$ cat src/rtl/serial_2scomp_pkg.sv
// serial_2scomp_pkg: shared PASS/INV state encoding and default word width
// for the serial two's-complement encoder/receiver pair.
package serial_2scomp_pkg;
    typedef enum logic {PASS = 1'b0, INV = 1'b1} neg_state_e;
    localparam int WORD_W_DEFAULT = 4;
endpackage

$ cat src/rtl/serial_negate_cell.sv
// serial_negate_cell: two-state Mealy cell that passes bits until the first 1
// of a word, then inverts the rest; restart treats the current bit as bit 0.
module serial_negate_cell
    import serial_2scomp_pkg::*;
(
    input  logic clk,
    input  logic reset,
    input  logic bit_in,
    input  logic bit_valid,
    input  logic word_last,
    input  logic restart,
    output logic bit_out
);
    neg_state_e state, state_nx, cur;

    always_ff @(posedge clk) begin
        if (reset) state <= PASS;
        else       state <= state_nx;
    end

    always_comb begin
        cur      = restart ? PASS : state;
        bit_out  = (cur == INV) ? ~bit_in : bit_in;
        state_nx = state;
        if (bit_valid)
            state_nx = word_last ? PASS : ((cur == INV || bit_in) ? INV : PASS);
    end
endmodule

$ cat src/rtl/serial_2scomp_rx.sv
// serial_2scomp_rx: LSB-first serial negator/deserialiser with one-entry output
// buffer; define SERIAL_2SCOMP_RX_FRAME_EN to add sof resync and frame_err.
module serial_2scomp_rx
    import serial_2scomp_pkg::*;
#(
    parameter int WORD_W = WORD_W_DEFAULT
) (
    input  logic              clk,
    input  logic              reset,
    input  logic              xin,
    input  logic              xin_valid,
`ifdef SERIAL_2SCOMP_RX_FRAME_EN
    input  logic              sof,
    output logic              frame_err,
`endif
    output logic              yout,
    output logic [WORD_W-1:0] dout,
    output logic              dout_valid,
    input  logic              dout_ready,
    output logic              dout_ovf,
    output logic              overrun
);
    localparam int CW = $clog2(WORD_W);

    logic [CW-1:0]     bit_cnt, cnt_eff;
    logic [WORD_W-2:0] sr, raw;
    logic [WORD_W-1:0] word, raw_word;
    logic              restart, word_last, done, ovf_new, load;

`ifdef SERIAL_2SCOMP_RX_FRAME_EN
    assign restart = xin_valid & sof;
`else
    assign restart = 1'b0;
`endif

    serial_negate_cell u_cell (
        .clk      (clk),
        .reset    (reset),
        .bit_in   (xin),
        .bit_valid(xin_valid),
        .word_last(word_last),
        .restart  (restart),
        .bit_out  (yout)
    );

    // A resync bit starts a new word; stale low bits shift out before completion.
    always_comb begin
        cnt_eff   = restart ? '0 : bit_cnt;
        word_last = cnt_eff == CW'(WORD_W - 1);
        done      = xin_valid & word_last;
        word      = {yout, sr};
        raw_word  = {xin, raw};
        ovf_new   = raw_word == {1'b1, {(WORD_W-1){1'b0}}};
        load      = done & (~dout_valid | dout_ready);
    end

    always_ff @(posedge clk) begin
        if (reset) begin
            bit_cnt <= '0;
            sr      <= '0;
            raw     <= '0;
        end else if (xin_valid) begin
            bit_cnt <= word_last ? '0 : cnt_eff + CW'(1);
            sr      <= word[WORD_W-1:1];
            raw     <= raw_word[WORD_W-1:1];
        end
    end

    always_ff @(posedge clk) begin
        if (reset) begin
            dout       <= '0;
            dout_valid <= 1'b0;
            dout_ovf   <= 1'b0;
            overrun    <= 1'b0;
        end else begin
            overrun    <= done & ~load;
            dout_valid <= load | (dout_valid & ~dout_ready);
            if (load) begin
                dout     <= word;
                dout_ovf <= ovf_new;
            end
        end
    end

`ifdef SERIAL_2SCOMP_RX_FRAME_EN
    always_ff @(posedge clk) begin
        if (reset) frame_err <= 1'b0;
        else       frame_err <= restart & (bit_cnt != '0);
    end
`endif
endmodule

$ cat config.mk
export PLATFORM = sky130hd
export DESIGN_NAME = serial_2scomp_rx
export DESIGN_NICKNAME = d
export VERILOG_FILES = /design/src/rtl/serial_2scomp_pkg.sv /design/src/rtl/serial_negate_cell.sv /design/src/rtl/serial_2scomp_rx.sv
export SDC_FILE = /design/constraint.sdc
export NUM_CORES = 1
export LEC_CHECK = 0
export CELL_PAD_IN_SITES_DETAIL_PLACEMENT = 2
export CELL_PAD_IN_SITES_GLOBAL_PLACEMENT = 2
export CORE_UTILIZATION = 29
export DETAILED_ROUTE_END_ITERATION = 8
export GPL_ROUTABILITY_DRIVEN = 0
export GPL_TIMING_DRIVEN = 0
export HOLD_SLACK_MARGIN = 0.02
export PLACE_DENSITY_LB_ADDON = 0.08
export SETUP_SLACK_MARGIN = 0.5
export SYNTH_ARGS = -nofsm -noshare
export SYNTH_HDL_FRONTEND = slang
export SYNTH_SLANG_ARGS = --single-unit
$ cat constraint.sdc
create_clock -name clk -period 1.6 [get_ports clk]
set_clock_uncertainty 0.15 [all_clocks]
set_input_delay 0.32 -clock clk [delete_from_list [all_inputs] [get_ports clk]]
set_output_delay 0.32 -clock clk [all_outputs]
set_load 0.02 [all_outputs]
Yosys cells after proc, flatten, opt, wreduce, memory -nomap -nowiden:

Cells that the tools add are included.

* muxes and demuxes: 4
* eq/ne operators: 2
* bitwise logic cells: 10
* reduce and logical (&&, ||, !) cells: 1
* add/subtract/negate cells: 1

Operator list (number)
* $and A1 B1 Y1: 4
* $eq A4 B4 Y1 const B: 1
* $not A1 Y1: 4
* $mux W1: 3
* $add A2 B1 Y2 const B: 1
* $eq A2 B2 Y1 const B: 1
* $mux W2: 1
* $or A1 B1 Y1: 2
* $logic_or A1 B1 Y1: 1

* input bits: 5
* logic and storage cells: 26
* register bits: 16

Longest topological paths before layout:

Gate-level depths: netlist of run 1.

* word-level depth: 5
* mapped depth: 5
* gate-level depth less buffers: 5

By module:

Synthesis of run 1 repeated with hierarchy kept, for this count alone.

* cells, all modules: 65
* area total of the unflattened synthesis: 639.4 sq um

Modules (own cells, without submodules)
* serial_2scomp_rx: seq. area each 300.3 sq um, times used 1, cells an instance 58, area an instance 576.8 sq um
* serial_negate_cell: seq. area each 20.0 sq um, times used 1, cells an instance 7, area an instance 62.6 sq um

Worst setup path after synthesis of run 1:

Ideal clock, no wire load.

* path kind: register to register
* start: reg bit_cnt[0]
* end: reg dout[1]
* required time: 1.325 ns
* cell stages (with the launch flop): 6
* slack: 0.381 ns
* setup time: 0.125 ns
* data arrival time: 0.943 ns
* path through: dfxtp_1 -> ha_1 -> buf_2 -> nand2_1 -> o21ai_0 -> a21oi_1

* longest elaborated chain between the ends: 3

Ends and longest elaborated chain
* start, declared: RTL line serial_2scomp_rx.sv:25 `logic [CW-1:0] bit_cnt, cnt_eff;`
* start signal, assigned: RTL line serial_2scomp_rx.sv:63 `bit_cnt <= word_last ? '0 : cnt_eff + CW'(1);`
* $eq A2 B2 Y1: RTL line serial_2scomp_rx.sv:49 `word_last = cnt_eff == CW'(WORD_W - 1);`
* $and A1 B1 Y1: RTL line serial_2scomp_rx.sv:50 `done = xin_valid & word_last;`
* $and A1 B1 Y1: RTL line serial_2scomp_rx.sv:54 `load = done & (~dout_valid | dout_ready);`
* end signal, assigned: RTL line serial_2scomp_rx.sv:79 `dout <= word;`
* end, declared: RTL line serial_2scomp_rx.sv:17 `output logic [WORD_W-1:0] dout,`

No other way between the ends.
A chain may end at the register's enable or synchronous reset.

Final worst setup path of run 1:

* start: reg u_cell.state
* end: out yout

* longest elaborated chain between the ends: 1

Ends and longest elaborated chain
* start, declared: RTL line serial_negate_cell.sv:14 `neg_state_e state, state_nx, cur;`
* start signal, assigned: RTL line serial_negate_cell.sv:18 `else state <= state_nx;`
* $mux W1: RTL line serial_negate_cell.sv:23 `bit_out = (cur == INV) ? ~bit_in : bit_in;`
* end, declared: RTL line serial_2scomp_rx.sv:16 `output logic yout,`

No other way between the ends.

==> out/qor.csv, run 1 <==
metric,value,unit
status,completed,
finalWorstSetupSlack,89.0,ps
crit_required,1130,ps
crit_buf_inv,2,
fin_nets,97,
synth-adder-area-share,0.0388,
row_count,16,
io_buffers,10,
syn2layout_area_growth,57.7,%
finalSetupViolations,0,
dp_hpwl,1110,um
synthXorXnorAreaFrac,0,
tns,0,ps
crit_arrival,1040,ps
irDropWorstVdd,350,uV
drt-initial-drc-count,0,
grt_pass1_vias,618,
clock_sinks,16,
total_power,0.000829,W
slowest_delay,350,ps
synth_top_area_share,0.497,
track_usage,0.164,
path_clk_slew,90,ps
via_per_inst,4.91,
power.density,816,mW/mm2
worstHoldPathCells,2,
drt-total-wl,1910,um
rsz0062_at_grt,true,
cts_root_buffer,clkbuf_4,
ctsHoldBuffers,0,
crit_slowest_cell,dfxtp_2,
path_class,reg -> out,
die_x,49.1,um
final_common_cell,buf_6,
cts_buffers,3,
die_h,49.1,um
start_util,0.319,
timing.slew.headroom,0.753,
cp_top_family,flip-flops,
hold_violations,0,
r2r-start,u_cell.state$_SDFFE_PP0P_,
antenna_left,0,
ys_seq_area_frac,0.497,
first_pass_iters,1,
yosys.area.top_type,dfxtp_1,
fin_crit,1510,ps
ios,13,
hp-start,reset,
whs_endpoint,dout_valid$_SDFF_PP0_,
htree_levels,1,
final_cell_mix,"12 x buf_6, 10 x dfxtp_2, 9 x mux2i_1, 9 x nor2_1, 7 x buf_4",
synth_compound_gate_area_share,0.0854,
avgSynthCellArea,9.76,um2
yosys-top-cells-area,"dfxtp_1 50%, mux2i_1 14%, nor2_1 6.4%",
yosys.area_share.simple,0.177,
synth_top_family_by_area,simple AND/OR/NAND/NOR gates,
grt_max_degree,11,
netlist_area,644,um2
tritoncts,yes,
finish.instance_area,0.00102,mm2
hp-class,in -> reg,
pre_cts_slack,-635,ps
rr_worst_depth,8,
post-route-drc-count,0,
syn_inst,66,
synth_cell_types,17,
clk_latency,280,ps
postPlaceCellArea,822,um2
antenna_found_initial,0,
drv_slew,0,
maxCapViolations,0,
yosys_warnings,0,
cp-end-kind,output pin,
fp.dieArea,0.00241,mm2
reg2reg_to,sr[2]$_SDFFE_PP0P_,
finalCritPeriodShare,0.944,
vias,569,
overflow,0,
cts.path.max_buffers,2,
core_region_area,0.00202,mm2
fmax,0.662,GHz
layout-drive-gt1-share,0.573,
whs,256,ps
synthMuxAreaShare,0.140,
r2r_setup_slack,110,ps
worst-path-max-fanout,2,
crit_chain,inv_2 -> ha_4 -> buf_6,
grt_first_pass_wirelength,2930,um
antenna_cells,0,
p_leak,0.411,nW
syn-num-nets,73,
wl_per_cell,16.5,um
worstMarginPinSlew,370,ps
synth_seq_cells,16,
startpoint_type,flip-flop,
[routing by layer]
| metal | up-vias | share of wire | global-route usage |
|---|---|---|---|
| met5 | - | 0 | 0 |
| met4 | 0 | 0 | 0.0588 |
| met3 | 0 | 0.022 | 0.0280 |
| met2 | 9 | 0.57 | 0.297 |
| met1 | 282 | 0.41 | 0.191 |
| li1 | 278 | - | - |
[registers in the layout, summed over array words and instances (netlist names)]
| name | cells |
|---|---|
| overrun | 1 |
| u_cell.state | 1 |
| raw | 3 |
| dout_ovf | 1 |
| dout | 4 |
| sr | 3 |
| bit_cnt | 2 |
| dout_valid | 1 |
[Yosys cell counts (all sizes together)]
| master | count |
|---|---|
| dfxtp | 16 |
| nor2 | 11 |
| mux2i | 9 |
| a21oi | 6 |
| nand4 | 5 |
| o21ai | 5 |
| buf | 4 |
| ha | 2 |
| inv | 2 |
| clkbuf | 1 |
| nand2 | 1 |
| nor2b | 1 |
| nor3 | 1 |
| nor4b | 1 |
| or2b | 1 |
[metrics by stage]
stage / instances / utilization
floorplan: 66 / -
global placement: 103 / 0.407
detailed placement: 103 / 0.407
CTS: 112 / 0.478
global route: 116 / 0.502
finish: 116 / 0.502
[report_power, final]
part / internal [W] / leakage, nW / total, W / switching (W)
combinational: 0.0000754 / 0.255 / 0.000139 / 0.0000633
sequential: 0.000413 / 0.135 / 0.000426 / 0.0000121
clock: 0.000138 / 0.0210 / 0.000265 / 0.000126
[how the worst max path moves through the flow]
stage	cells after the start	startpoint	to
after global placement	4	xin	yout
after CTS	3	u_cell.state$_SDFFE_PP0P_	yout
final	3	u_cell.state$_SDFFE_PP0P_	yout
after floorplan	2	u_cell.state$_SDFFE_PP0P_	yout
after detailed placement	4	xin	yout
after global routing	3	u_cell.state$_SDFFE_PP0P_	yout
[area by class of cell]
class	instances	area, um2
plain buffers	5	47.5
clock buffers	4	36.3
fillers	210	1010
inverters	2	7.51
multi-input cells	43	372
flip-flops and latches	16	333
well taps	27	33.8
repair buffers	19	186
[worst reg2reg max path: stages (launching register included)]
cell and delay [ps]:
dfxtp_2 350, inv_2 40, ha_4 210, buf_4 130, buf_6 100, buf_6 100, buf_6 100, mux2i_1 150
nor2_1 50
[kinds of logic (layout without fill, tap and decap cells)]
logic type               count (synthesis)  in the layout
adder cells (fa/ha/maj)                  2              2
AND/OR/NAND/NOR                         21             21
multiplexers                             9              9
flip-flops                              16             16
buffers and inverters                    7             30
AO/OA/AOI/OAI                           11             11
[timing repair]
| item | 4_1_cts | 5_1_grt |
|---|---|---|
| pin swaps | 6 | 4 |
| gates resized for setup | 70 | 4 |
| endpoints found under the setup margin | 17 | 18 |
| setup buffers | 5 | 4 |
Power figures use the tool's default switching activity.
==> inputs of run 2 (changes only) <==
--- a/config.mk
+++ b/config.mk
@@ -13,6 +13,7 @@
 export GPL_TIMING_DRIVEN = 0
 export HOLD_SLACK_MARGIN = 0.02
 export PLACE_DENSITY_LB_ADDON = 0.08
+export RECOVER_POWER = 100
 export SETUP_SLACK_MARGIN = 0.5
 export SYNTH_ARGS = -nofsm -noshare
 export SYNTH_HDL_FRONTEND = slang
==> out/qor.csv, run 2 (synthesized netlist as in run 1, its figures left out) <==
metric,value,unit,change
r2r-start,u_cell.state$_SDFFE_PP0P_,,
crit_arrival,1060,ps,+20 ps
die_x,49.1,um,unchanged
tritoncts,yes,,
total_power,0.000816,W,-1.6%
reg2reg_to,sr[2]$_SDFFE_PP0P_,,
row_count,16,,unchanged
cp-endpoint,yout,,
first_pass_iters,1,,unchanged
fin_crit,1530,ps,+15.3 ps
cts.path.max_buffers,2,,unchanged
via_per_inst,4.88,,-0.53%
start_util,0.319,,unchanged
finalCritPeriodShare,0.954,,+0.00953
finalSetupViolations,0,,unchanged
largest_registers,"dout (4), raw (3), sr (3)",,
r2r_setup_slack,100,ps,about the same
antenna_cells,0,,unchanged
final_cell_mix,"14 x dfxtp_1, 11 x buf_6, 10 x nor2_1",,
syn2layout_area_growth,48.0,%,
fmax,0.655,GHz,-1.0%
hp-start,xin_valid,,
cts_root_buffer,clkbuf_4,,
irDropWorstVdd,342,uV,-2.2%
path_clk_slew,90,ps,about the same
power.density,856,mW/mm2,+4.9%
timing.slew.headroom,0.693,,-0.0600
wl_per_cell,16.6,um,+0.78%
dp_hpwl,1110,um,unchanged
grt_max_degree,11,,unchanged
place_inst,103,,unchanged
overflow,0,,unchanged
vias,566,,-0.53%
die_h,49.1,um,unchanged
worst-path-max-fanout,2,,unchanged
ios,13,,unchanged
cp-end-kind,output pin,,
antenna_found_initial,0,,unchanged
maxCapViolations,0,,unchanged
fin_nets,97,,unchanged
rsz0062_at_grt,true,,
cts_buffers,3,,unchanged
ctsHoldBuffers,0,,unchanged
drt-initial-drc-count,0,,unchanged
post-route-drc-count,0,,unchanged
post-route-util,0.472,,-0.0309
grt_first_pass_wirelength,2930,um,unchanged
path_class,reg -> out,,
regMostFlops,dout,,
layout-drive-gt1-share,0.427,,-0.146
p_leak,0.394,nW,-4.1%
final_common_cell,dfxtp_1,,
antenna_left,0,,unchanged
startpoint_type,flip-flop,,
clk_latency,290,ps,about the same
status,completed,,
drt-total-wl,1930,um,+0.78%
grt_pass1_vias,618,,unchanged
crit_start,u_cell.state$_SDFFE_PP0P_,,
fp.dieArea,0.00241,mm2,unchanged
rr_worst_depth,8,,unchanged
crit_required,1130,ps,about the same
drv_slew,0,,unchanged
fin_cells,116,,unchanged
core_region_area,0.00202,mm2,unchanged
largest_register_ffs,4,,unchanged
hp-class,in -> reg,,
io_buffers,10,,unchanged
worstMarginPinSlew,460,ps,+90.0 ps
clock_sinks,16,,unchanged
track_usage,0.164,,unchanged
htree_levels,1,,unchanged
hold_violations,0,,unchanged
==> run 2: critical path: stages, from the launching register on <==
cell     delay [ps]
dfxtp_2         340
inv_2            40
ha_4            250
buf_4           130
==> run 2: timing repair <==
action                                  in CTS  in global routing
pin swaps                                    6                  4
buffers inserted                             5                  4
endpoints found under the setup margin      17                 18
resized for setup                           70                  4
==> run 2: metal layers <==
metal | global-route usage | up-vias | routed length (um)
li1 | - | 275 | -
met1 | 0.191 | 280 | 814
met2 | 0.297 | 9 | 1070
met3 | 0.0280 | 2 | 41
met4 | 0.0588 | 0 | 6
met5 | 0 | - | 0
==> run 2: final cells by class <==
class | count | area, um2
fill | 221 | 1070
multi-input combinational | 43 | 339
sequential | 16 | 323
timing repair buffer | 19 | 183
clock buffer | 4 | 36.3
tap | 27 | 33.8
buffer | 5 | 31.3
inverter | 2 | 7.51
==> run 2: how the worst min path moves through the flow <==
stage          cells after the start  slack [ps]                    end
6_report                           3         230    raw[1]$_SDFFE_PP0P_
5_1_grt                            3         260    raw[0]$_SDFFE_PP0P_
4_1_cts                            2         210   dout[3]$_SDFFE_PP0P_
3_5_place_dp                       2         330   dout[1]$_SDFFE_PP0P_
3_3_place_gp                       2         320  dout_ovf$_SDFFE_PP0P_
2_1_floorplan                      2         310   dout[1]$_SDFFE_PP0P_
==> run 2: power breakdown <==
part | switching, W | internal (W) | total (W)
registers | 0.0000121 | 0.000413 | 0.000425
logic | 0.0000585 | 0.0000672 | 0.000126
clock network | 0.000127 | 0.000139 | 0.000265
total | 0.000197 | 0.000619 | 0.000816
==> run 2: metrics by stage <==
step / worst slack [ps] / instance area (um2) / setup TNS (ps) / hold slack (ps)
2_1_floorplan: 496 / 688 / 0 / 308
3_3_place_gp: -619 / 822 / -619 / 318
3_5_place_dp: -635 / 822 / -673 / 331
4_1_cts: 69.1 / 967 / 0 / 214
5_1_grt: 28.5 / 953 / 0 / 255
6_report: 73.7 / 953 / 0 / 233
==> patch: new RTL, settings of run 2 <==
Add a define of `SERIAL_2SCOMP_RX_FRAME_EN`.
--- a/src/rtl/serial_2scomp_rx.sv
+++ b/src/rtl/serial_2scomp_rx.sv
@@ -1,5 +1,7 @@
 // serial_2scomp_rx: LSB-first serial negator/deserialiser with one-entry output
 // buffer; define SERIAL_2SCOMP_RX_FRAME_EN to add sof resync and frame_err.
+`define SERIAL_2SCOMP_RX_FRAME_EN
+
 module serial_2scomp_rx
     import serial_2scomp_pkg::*;
 #(
Ports: changed (added frame_err and sof); port bits go from 13 to 15. No check against the original RTL was run, so the function may have changed too.
==> patch against run 2 <==
Via count increased by 7.6%. Synthesized cell count increased by 9.1%. Area after synthesis increased by 5.4%. Total power decreased by 1.3%. Critical path depth unchanged. Worst setup slack got worse by 0.030 ns. First-iteration DRC count increased by 2. Cell area increased by 8.1%. Clock power decreased by 12%. Sequential share of layout area decreased by 0.61 points. Routed wire length decreased by 7.1%. Core utilization decreased by 0.55 points. Sequential cell count increased by 1.
==> patch: results <==
group,metric,value,unit
outcome,outcome,"finished, final reports clean",
route,drt_pass1_iterations,2,
synth,synth_cell_type_count,17,
global_routing,grt_pass1_wl,2787,um
layout,largestRegisters,"dout x4, raw x3, sr x3",
clock_tree,htreeDepth,1,
worst_hold_path,min_from,"sof",
route,routed_via_density,4.951,
layout,final_nets,104,
route,drtIter0Drc,2,
synth,async_flop_share,0,%
global_routing,grt_max_degree,11,
clock_tree,insertion_delay,0.29,ns
worst_setup_path,critPathLaunch,"u_cell.state",
layout,num-fill-cells,243,
synth,seq_area_frac_synth,50.09,%
clock_tree,clk_pin_slew,0.10,ns
synth,netlist_top_cells_area,"dfxtp_1 (50%), mux2i_1 (12%), nor2_1 (6.6%)",
placement,dp_hpwl,1109,um
layout,antennaDiodeCount,0,
worst_hold_path,hp-class,"input pin to register",
global_routing,grt_pass1_vias,598,
global_routing,grt_usage,14.88,%
synth,synth_common_cells,"dfxtp_1 (17), nor2_1 (12), mux2i_1 (8)",
layout,drive_gt1_share,38.95,%
power,ir_drop,0.4702,mV
worst_setup_path,crit_arrival,1.09,ns
power,p_leak,0.0004235,uW
placement,io_buffer_count,12,
global_routing,antenna_found_initial,0,
worst_setup_path,crit_fanout,2,
power,p_sw,207.0,uW
clock_tree,cts_max_path_buffers,2,
timing,tightest_slew,0.4697,ns
clock_tree,cts-root-buf,"clkbuf_4",
clock_tree,cts-buffers-inserted,3,
route,avgRoutedWirePerCell,14.57,um
synth,ys_warn_count,0,
worst_setup_path,rr_startpoint,"bit_cnt[0]",
placement,pre_cts_ws,-0.7326,ns
synth,syn-num-nets,80,
patch: cell types whose count changed in the layout (fill, tap and decap cells not counted), moves of 2 or more:
cell / change
clkbuf_1: +2
nor3_1: +2
and2_4: +2
buf_4: -3
inv_2: -2
nand2_8: +2
patch: kinds of logic after synthesis:
kind of cell	count (synthesis)	share of synthesized area, %
compound gates	11	8.103
fa+ha+maj	2	3.683
buf+inv	5	4.788
flops	17	50.09
mux	8	11.79
simple gates	29	21.55
patch: worst paths after layout:
path / cells past startpoint / slack, ns / end
setup / recovery: 3 / 0.04 / yout
hold / removal: 3 / 0.17 / frame_err
setup reg to reg: 5 / 0.10 / dout[3]
hold reg to reg: 2 / 0.34 / dout[2]
patch: worst max-delay path, cell delays in order, from the launching register on:
cell and delay, ns:
dfxtp_2 0.36, nand2_4 0.06, ha_4 0.27, buf_6 0.11
patch: cell type report:
type / instances / share of cell area, %
timing repair buffer: 19 / 17.48
inverter: 1 / 0.3641
tap: 28 / 3.398
multi-input combinational: 50 / 39.20
buffer: 4 / 3.762
sequential: 17 / 33.25
clock buffer: 4 / 2.549
patch: per-layer routing:
layer  track usage (%)  vias up  share of wire (%)
met3             5.455        2                3.6
li1                  -      298                  -
met2             23.78       14                 50
met4             4.167        0               0.50
met5                 0        -                  0
met1             18.67      295                 46
patch: per-stage QoR:
| step | setup TNS (ns) | instance area, um2 | instances |
|---|---|---|---|
| 3_5_place_dp | -2.996 | 908.4 | 112 |
| 4_1_cts | 0 | 1037 | 121 |
| 6_report | 0 | 1031 | 123 |
| 5_1_grt | -0.001253 | 1031 | 123 |
| 3_3_place_gp | -2.820 | 908.4 | 112 |
| 2_1_floorplan | 0 | 753.2 | 72 |
patch: power groups by stage:
stage	clock [uW]	sequential [uW]	combinational [uW]
floorplan	0	456	76.1
global placement	0	456	105
detailed placement	0	457	107
CTS	245	447	120
global route	256	448	138
finish	233	446	125
patch: what timing repair did:
item,4_1_cts,5_1_grt
resized for setup,82,6
endpoints found under the setup margin,19,19
buffers inserted,5,2
hold endpoints to repair,0,0
pin swaps,18,3
